## src/rtl/mem_arbiter_if.sv

```systemverilog
// Arbiter bundle: fetch port, data port and memory-side signals.
// slave = arbiter side, master = core/memory side.
interface mem_arbiter_if;
  logic        if_req;
  logic [31:0] if_addr;
  logic        if_gnt;
  logic        if_valid;
  logic [31:0] if_rdata;

  logic        mem_req;
  logic        mem_we;
  logic [31:0] mem_addr;
  logic [31:0] mem_wdata;
  logic        mem_gnt;
  logic        mem_valid;
  logic [31:0] mem_rdata;

  logic        m_en;
  logic        m_we;
  logic [31:0] m_addr;
  logic [31:0] m_wdata;
  logic [31:0] m_rdata;
  logic        sel;
  logic        stall;

  modport slave (
    input  if_req, if_addr,
    input  mem_req, mem_we,
    input  mem_addr, mem_wdata,
    input  m_rdata,
    output if_gnt, if_valid, if_rdata,
    output mem_gnt, mem_valid, mem_rdata,
    output m_en, m_we, m_addr, m_wdata,
    output sel, stall
  );

  modport master (
    output if_req, if_addr,
    output mem_req, mem_we,
    output mem_addr, mem_wdata,
    output m_rdata,
    input  if_gnt, if_valid, if_rdata,
    input  mem_gnt, mem_valid, mem_rdata,
    input  m_en, m_we, m_addr, m_wdata,
    input  sel, stall
  );
endinterface

```

## src/rtl/mem_arbiter.sv

```systemverilog
// Fetch/data single-memory arbiter with fixed access latency.
// Define MEM_ARB_RR_EN for round-robin instead of data priority.
module mem_arbiter #(
  parameter int unsigned LATENCY = 2
) (
  input  logic     clk,
  input  logic     rst,
  mem_arbiter_if.slave bus
);

  typedef enum logic [1:0] {
    IDLE,
    BUSY_IF,
    BUSY_MEM
  } state_t;

  localparam logic [3:0] CNT_INIT = 4'(LATENCY - 1);

  state_t     state;
  logic [3:0] cnt;
  logic       pick_mem;

`ifdef MEM_ARB_RR_EN
  logic last_mem;

  // On a tie, serve the port that was not served last.
  always_comb
    pick_mem = bus.mem_req &
               (~bus.if_req | ~last_mem);

  always_ff @(posedge clk or negedge rst) begin
    if (!rst)
      last_mem <= 1'b0;
    else if (state == IDLE &&
             (bus.mem_req || bus.if_req))
      last_mem <= pick_mem;
  end
`else
  always_comb pick_mem = bus.mem_req;
`endif

  assign bus.stall = rst & (
    (bus.if_req  & ~bus.if_valid) |
    (bus.mem_req & ~bus.mem_valid));

  always_ff @(posedge clk or negedge rst) begin
    if (!rst) begin
      state         <= IDLE;
      cnt           <= '0;
      bus.if_gnt    <= 1'b0;
      bus.if_valid  <= 1'b0;
      bus.if_rdata  <= '0;
      bus.mem_gnt   <= 1'b0;
      bus.mem_valid <= 1'b0;
      bus.mem_rdata <= '0;
      bus.m_en      <= 1'b0;
      bus.m_we      <= 1'b0;
      bus.m_addr    <= '0;
      bus.m_wdata   <= '0;
      bus.sel       <= 1'b0;
    end else begin
      bus.if_gnt    <= 1'b0;
      bus.mem_gnt   <= 1'b0;
      bus.if_valid  <= 1'b0;
      bus.mem_valid <= 1'b0;
      unique case (state)
        IDLE: begin
          if (pick_mem) begin
            state       <= BUSY_MEM;
            cnt         <= CNT_INIT;
            bus.mem_gnt <= 1'b1;
            bus.m_en    <= 1'b1;
            bus.m_we    <= bus.mem_we;
            bus.m_addr  <= bus.mem_addr;
            bus.m_wdata <= bus.mem_wdata;
            bus.sel     <= 1'b1;
          end else if (bus.if_req) begin
            state      <= BUSY_IF;
            cnt        <= CNT_INIT;
            bus.if_gnt <= 1'b1;
            bus.m_en   <= 1'b1;
            bus.m_we   <= 1'b0;
            bus.m_addr <= bus.if_addr;
            bus.sel    <= 1'b0;
          end
        end
        BUSY_IF, BUSY_MEM: begin
          if (cnt == 4'd0) begin
            state    <= IDLE;
            bus.m_en <= 1'b0;
            bus.m_we <= 1'b0;
            bus.sel  <= 1'b0;
            if (state == BUSY_MEM) begin
              bus.mem_valid <= 1'b1;
              bus.mem_rdata <= bus.m_rdata;
            end else begin
              bus.if_valid <= 1'b1;
              bus.if_rdata <= bus.m_rdata;
            end
          end else begin
            cnt <= cnt - 4'd1;
          end
        end
        default: state <= IDLE;
      endcase
    end
  end

endmodule

```

## src/flat_wrapper.sv

```systemverilog
// flat-port wrapper written by rule: the top's interface ports become plain ports
module mem_arbiter_flat 
#(
  parameter int unsigned LATENCY = 2
)
  (clk, rst, bus_if_req, bus_if_addr, bus_mem_req, bus_mem_we, bus_mem_addr, bus_mem_wdata, bus_m_rdata, bus_if_gnt, bus_if_valid, bus_if_rdata, bus_mem_gnt, bus_mem_valid, bus_mem_rdata, bus_m_en, bus_m_we, bus_m_addr, bus_m_wdata, bus_sel, bus_stall);
  mem_arbiter_if bus_i ();
  input  logic clk;
  input  logic rst;
  input wire logic [$bits(bus_i.if_req)-1:0] bus_if_req;
  input wire logic [$bits(bus_i.if_addr)-1:0] bus_if_addr;
  input wire logic [$bits(bus_i.mem_req)-1:0] bus_mem_req;
  input wire logic [$bits(bus_i.mem_we)-1:0] bus_mem_we;
  input wire logic [$bits(bus_i.mem_addr)-1:0] bus_mem_addr;
  input wire logic [$bits(bus_i.mem_wdata)-1:0] bus_mem_wdata;
  input wire logic [$bits(bus_i.m_rdata)-1:0] bus_m_rdata;
  output wire logic [$bits(bus_i.if_gnt)-1:0] bus_if_gnt;
  output wire logic [$bits(bus_i.if_valid)-1:0] bus_if_valid;
  output wire logic [$bits(bus_i.if_rdata)-1:0] bus_if_rdata;
  output wire logic [$bits(bus_i.mem_gnt)-1:0] bus_mem_gnt;
  output wire logic [$bits(bus_i.mem_valid)-1:0] bus_mem_valid;
  output wire logic [$bits(bus_i.mem_rdata)-1:0] bus_mem_rdata;
  output wire logic [$bits(bus_i.m_en)-1:0] bus_m_en;
  output wire logic [$bits(bus_i.m_we)-1:0] bus_m_we;
  output wire logic [$bits(bus_i.m_addr)-1:0] bus_m_addr;
  output wire logic [$bits(bus_i.m_wdata)-1:0] bus_m_wdata;
  output wire logic [$bits(bus_i.sel)-1:0] bus_sel;
  output wire logic [$bits(bus_i.stall)-1:0] bus_stall;
  assign bus_i.if_req = bus_if_req;
  assign bus_i.if_addr = bus_if_addr;
  assign bus_i.mem_req = bus_mem_req;
  assign bus_i.mem_we = bus_mem_we;
  assign bus_i.mem_addr = bus_mem_addr;
  assign bus_i.mem_wdata = bus_mem_wdata;
  assign bus_i.m_rdata = bus_m_rdata;
  assign bus_if_gnt = bus_i.if_gnt;
  assign bus_if_valid = bus_i.if_valid;
  assign bus_if_rdata = bus_i.if_rdata;
  assign bus_mem_gnt = bus_i.mem_gnt;
  assign bus_mem_valid = bus_i.mem_valid;
  assign bus_mem_rdata = bus_i.mem_rdata;
  assign bus_m_en = bus_i.m_en;
  assign bus_m_we = bus_i.m_we;
  assign bus_m_addr = bus_i.m_addr;
  assign bus_m_wdata = bus_i.m_wdata;
  assign bus_sel = bus_i.sel;
  assign bus_stall = bus_i.stall;
  mem_arbiter #(.LATENCY(LATENCY)) u_core (.clk(clk), .rst(rst), .bus(bus_i));
endmodule
```

## config.mk

```make
export PLATFORM = sky130hd
export DESIGN_NAME = mem_arbiter_flat
export DESIGN_NICKNAME = d
export VERILOG_FILES = /design/src/rtl/mem_arbiter_if.sv /design/src/rtl/mem_arbiter.sv /design/src/flat_wrapper.sv
export SDC_FILE = /design/constraint.sdc
export NUM_CORES = 1
export LEC_CHECK = 0
export ABC_CLOCK_PERIOD_IN_PS = 1800
export CORE_MARGIN = 2
export CORE_UTILIZATION = 38
export CTS_CLUSTER_SIZE = 24
export DETAILED_ROUTE_END_ITERATION = 8
export HOLD_SLACK_MARGIN = 0.1
export PLACE_DENSITY = 0.84
export SYNTH_ARGS = -nofsm -noshare
export SYNTH_HDL_FRONTEND = slang
export SYNTH_SLANG_ARGS = --single-unit
```

## constraint.sdc

```tcl
create_clock -name clk -period 1.8 [get_ports clk]
set_input_delay 0.36 -clock clk [delete_from_list [all_inputs] [get_ports clk]]
set_output_delay 0.36 -clock clk [all_outputs]
set_load 0.01 [all_outputs]
```

## Word level (Yosys, flattened, before mapping)

Cells that the tools add are included.

- Bits in registers: 141
- Input port bits: 133
- Word-level logic and storage cells: 68

- Add/sub/neg operators: 1
- Equal/unequal tests: 5
- Multiplexer cells: 30
- Bitwise logic cells: 7
- Reductions and logical operators: 12

Operators by type and width:

| operator | count |
|---|---|
| $mux 32 | 2 |
| $mux 1 | 17 |
| $mux 4 | 3 |
| $reduce_and 3->1 | 4 |
| $pmux 4 s2 | 1 |
| $mux 2 | 3 |
| $pmux 1 s2 | 3 |
| $reduce_and 2->1 | 3 |
| $logic_not 4->1 | 1 |
| $pmux 2 s2 | 1 |
| $reduce_bool 2->1 | 2 |
| $sub 4x1->4 const B | 1 |
| $and 1x1->1 | 3 |
| $ne 3x3->1 const B | 1 |
| $not 1->1 | 3 |
| $eq 2x1->1 const B | 1 |
| $eq 2x2->1 const B | 1 |
| $logic_not 2->1 | 1 |
| $ne 2x1->1 const B | 1 |
| $ne 2x2->1 const B | 1 |
| $reduce_or 2->1 | 1 |
| $or 1x1->1 | 1 |

## Longest topological paths before layout

- Depth after elaboration: 4
- Gate-level depth with buffers: 7
- Depth with buffers taken out: 5

## Least setup slack after synthesis

No wires, ideal clock.

- Path kind: reg2reg
- Start: reg u_core.cnt[0]
- End: reg u_core.bus.if_rdata[0]
- Setup time: 0.125 ns
- Arrival: 1.601 ns
- Path slack: 0.074 ns
- Cell stages (with the launch flop): 8
- Period minus slack after synthesis: 1.726 ns
- Path through: dfrtp_1 inv_1 ha_1 nor3b_4 and2_4 buf_12 buf_12 mux2_4

- Longest elaborated chain between the ends: 2

RTL lines:

| element | line | RTL |
|---|---|---|
| start: declaration | mem_arbiter.sv:20 | `logic [3:0] cnt;` |
| start signal: assignment | mem_arbiter.sv:101 | `cnt <= cnt - 4'd1;` |
| $logic_not 4->1 | mem_arbiter.sv:88 | `if (cnt == 4'd0) begin` |
| $reduce_and 3->1 (no source line) | - |  |
| end signal: assignment | mem_arbiter.sv:98 | `bus.if_rdata <= bus.m_rdata;` |
| end: declaration | mem_arbiter_if.sv:31 | `output if_gnt, if_valid, if_rdata,` |

Every way passes these cells.
A chain may end at the register's enable or synchronous reset.

## Worst setup path after layout

- Start: reg u_core.cnt[0]
- End: reg u_core.bus.if_rdata[7]

Same word-level chain as after synthesis.

==> summary.md <==
| Metric | Value |
|---|---|
| Number of nets with antenna violations after routing | 0 |
| Simple-gate share of the synthesized area | between 4 and 5% |
| Skew-Pair Late Insertion Delay | about 410 ps |
| Final Cycle Share | between 90% and 100% |
| Crit start category | register |
| Worst setup startpoint | u_core.cnt[0] |
| Post-Synthesis Cells | slightly above 400 |
| Layout Nets | about 840 |
| Num CTS Buffers | 17 |
| Xor/xnor share of the synthesized area | 0% |
| Worst-path clk slew | about 60 ps |
| Core Region | between 0.015 and 0.02 sq mm |
| Gpl congestion | 0.7405 |
| Die Span X | around 130 um |
| Crit-path max FO | 7 |
| Most common cell after layout, fill and taps aside | clkdlybuf4s50_1 |
| Final Power | ~0.017 W |
| First-pass GRT wire length | roughly 24 mm |
| Sequential area share after synthesis | between 50% and 60% |
| Grt ovf | 0 |
| Fin area | just under 0.01 sq mm |
| Number of H-tree levels | 4 |
| Syn Nets | 551 |
| CTS tree | built |
| Leakage | 4.241 nW |
| Min Tclk post-route | about 1700 ps |
| Die Ht | 130.2 um |
| Setup crit end kind | register |
| Clock Path Buffers | 2 |
| DRC | 0 |
| FF-to-FF Start | u_core.cnt[0] |
| Actual slew at the worst max-slew pin | 762.4 ps |
| Number of fill cells | 1,174 |
| Adder-Cell Fraction of Synth Area | about 1.0% |
| Worst Reg-to-Reg Cells | 6 |
| Final Hold Fails | 0 |
| Final Skew | roughly 6.4 ps |
| Num ports | roughly 270 |
| Routed len/inst | about 16 um |
| WP data arrival | just over 2000 ps |
| Area growth, synth to finish | 60.64% |
| Synth Area in Compound Gates | between 4 and 5% |
| Initial Util | between 30% and 40% |
| Starting DRT DRC Count | 180 |
| Setup crit end | u_core.bus.if_rdata[7] |
| Row cnt | between 40 and 50 |
| Pre-antenna DRT Iters | 4 |
| Seq cells post-synth | ~140 |
| Commonest non-fill, non-tap cells in the layout | 264 x clkdlybuf4s50_1, 141 x dfrtp_1, 61 x mux2_4 |
| Relative slew slack | roughly half |
| Layout cells sized above 1 | 22.64% |
| Max-cap violation count | 0 |
| Synth area leader | dfrtp_1 |
| Crit path kind | register to register |
| Setup violations, final | 0 |
| Via Count | approximately 4,300 |
| Synth unique cells | 34 |
| Maximum VDD drop | slightly above 0.001 V |
| Clock net sink count | about 140 |
| Top cell type's share of synthesized area | approximately three fifths |
| Main combinational cell family by area after synthesis | multiplexers |
| Port Buffers | 268 |
| RSZ-0062 raised after global routing | true |
| Number of synthesis warnings | 0 |
| Mapped Area | 0.006053 sq mm |
| Vias in the first global route | about 4,700 |
| Fmax | between 0.5 and 0.6 GHz |
| R2r endpoint | u_core.bus.if_rdata[7] |
| Antenna cells | 0 |
| Mux share of post-synthesis cell area | 26.87% |
| Largest cells by area after synthesis | dfrtp_1 58%, mux2_4 15%, mux2_2 6.7% |
| Avg Cell Area, Syn | between 10 and 15 sq um |
| Final Slew Violations | 0 |
| Root Driver | clkbuf_16 |
| Required time worst endpoint | roughly 2100 ps |
| Status | complete, no violations |
| Tightest Hold Check Type | input port to asynchronous set/reset pin |
| Reg2reg setup slack | around 66 ps |
| Initial antenna violation count | 0 |
| Placed cell areas | ~0.009 sq mm |
| Post-DP HPWL | 11.10 mm |
| Setup TNS | 0 ps |
| WL final | between 15 and 20 mm |
| Largest net degree at the start of global routing | 142 |
| Power per cell area | between 1500 and 2000 mW/mm^2 |
| Global router's overall resource usage | 18.07% |
| DR vias/cell | 4.635 |
| Die outline area | ~0.017 sq mm |
==> flip-flops by register name (all words and copies together), names as in the netlist <==
name and count:
u_core.bus.mem_gnt 1, u_core.bus.mem_rdata 32, u_core.bus.if_valid 1, u_core.state 2, u_core.cnt 4, u_core.bus.if_gnt 1, u_core.bus.m_wdata 32, u_core.bus.m_en 1
u_core.bus.m_addr 32, u_core.bus.sel 1, u_core.bus.mem_valid 1, u_core.bus.m_we 1, u_core.bus.if_rdata 32
==> final cells by class <==
class / count / area [sq um] / share of cell area, %
Multi-Input combinational cell: 238 / 2277 / 23.42
Clock inverter: 13 / 207.7 / 2.136
Sequential cell: 141 / 3528 / 36.28
Clock buffer: 19 / 442.9 / 4.555
Inverter: 10 / 37.54 / 0.3860
Tap cell: 216 / 270.3 / 2.779
Timing Repair Buffer: 290 / 2960 / 30.44
==> stage by stage <==
step / hold slack [ps] / setup WS, ps / util, % / instances
after global placement: 464.1 / -329.2 / 57.32 / 892
after CTS: 115.9 / 7.941 / 61.51 / 925
after global routing: 144.7 / -10.31 / 61.89 / 927
after floorplan: 64.41 / 73.80 / - / 413
after detailed placement: 469.8 / -333.8 / 57.32 / 892
final: 53.47 / 65.66 / 61.89 / 927
==> how the worst min path moves through the flow <==
stage | from | to | slack, ps
6_report | rst | u_core.bus.mem_rdata[28] | 50
5_1_grt | rst | u_core.bus.mem_rdata[28] | 140
4_1_cts | rst | u_core.bus.mem_rdata[22] | 120
3_5_place_dp | u_core.bus.m_addr[31] | u_core.bus.m_addr[31] | 470
3_3_place_gp | u_core.bus.m_addr[12] | u_core.bus.m_addr[12] | 460
2_1_floorplan | rst | u_core.bus.if_gnt | 60
==> routing by layer <==
metal / vias to the layer above / track usage [%] / part of all wire, %
met3: 20 / 6.232 / 7.8
met4: 0 / 6.641 / 1.8
li1: 2007 / - / -
met5: - / 0 / 0
met1: 2090 / 21.29 / 40
met2: 180 / 30.64 / 51
==> worst max-delay path, stage by stage, from the launching register on <==
cell and delay, ps:
dfrtp_1 410, inv_2 100, ha_4 140, nor3b_4 210, and2_4 260, clkbuf_16 190
mux2_4 300
==> kinds of logic after synthesis <==
family / count (synthesis)
mux: 128
simple gates: 56
flops: 141
buf+inv: 34
compound gates: 49
fa+ha+maj: 5
==> cells in the mapped netlist <==
cell       instances
and3_1             2
inv_1             10
buf_12             8
o211ai_1           2
buf_2             13
a21oi_1            1
dfrtp_1          141
nand3b_1           1
o311ai_0           1
and2_4             2
o311a_1            1
nand4bb_1          1
nor3_1             1
nor3b_1            1
or4_1              1
o22a_1             1
o22ai_1            2
o2bb2ai_1          3
nor2_1             4
nand2_1           36
o21ai_0           37
nand3_1            1
nand2b_1           2
or3b_2             1
clkbuf_1           2
ha_1               5
mux2i_1           32
clkbuf_2           1
a211oi_2           1
and2_1             1
mux2_2            36
mux2_4            60
or3_1              1
nor3b_4            1
==> what timing repair did <==
action	4_1_cts	5_1_grt
cloned	0	1
pin swaps	1	2
hold buffers	0	0
setup buffers	1	1
gates resized for setup	4	8
setup endpoints to repair	22	66
==> where the power goes <==
part	internal (W)	switching [W]	total, W	leakage (nW)
Sequential	0.00472	0.000894	0.00562	1.72
Combinational	0.00477	0.00284	0.00761	2.20
Clock	0.00251	0.00136	0.00386	0.319
Total	0.0120	0.00509	0.0171	4.24
Note: power is estimated with default switching activity, not from simulation.
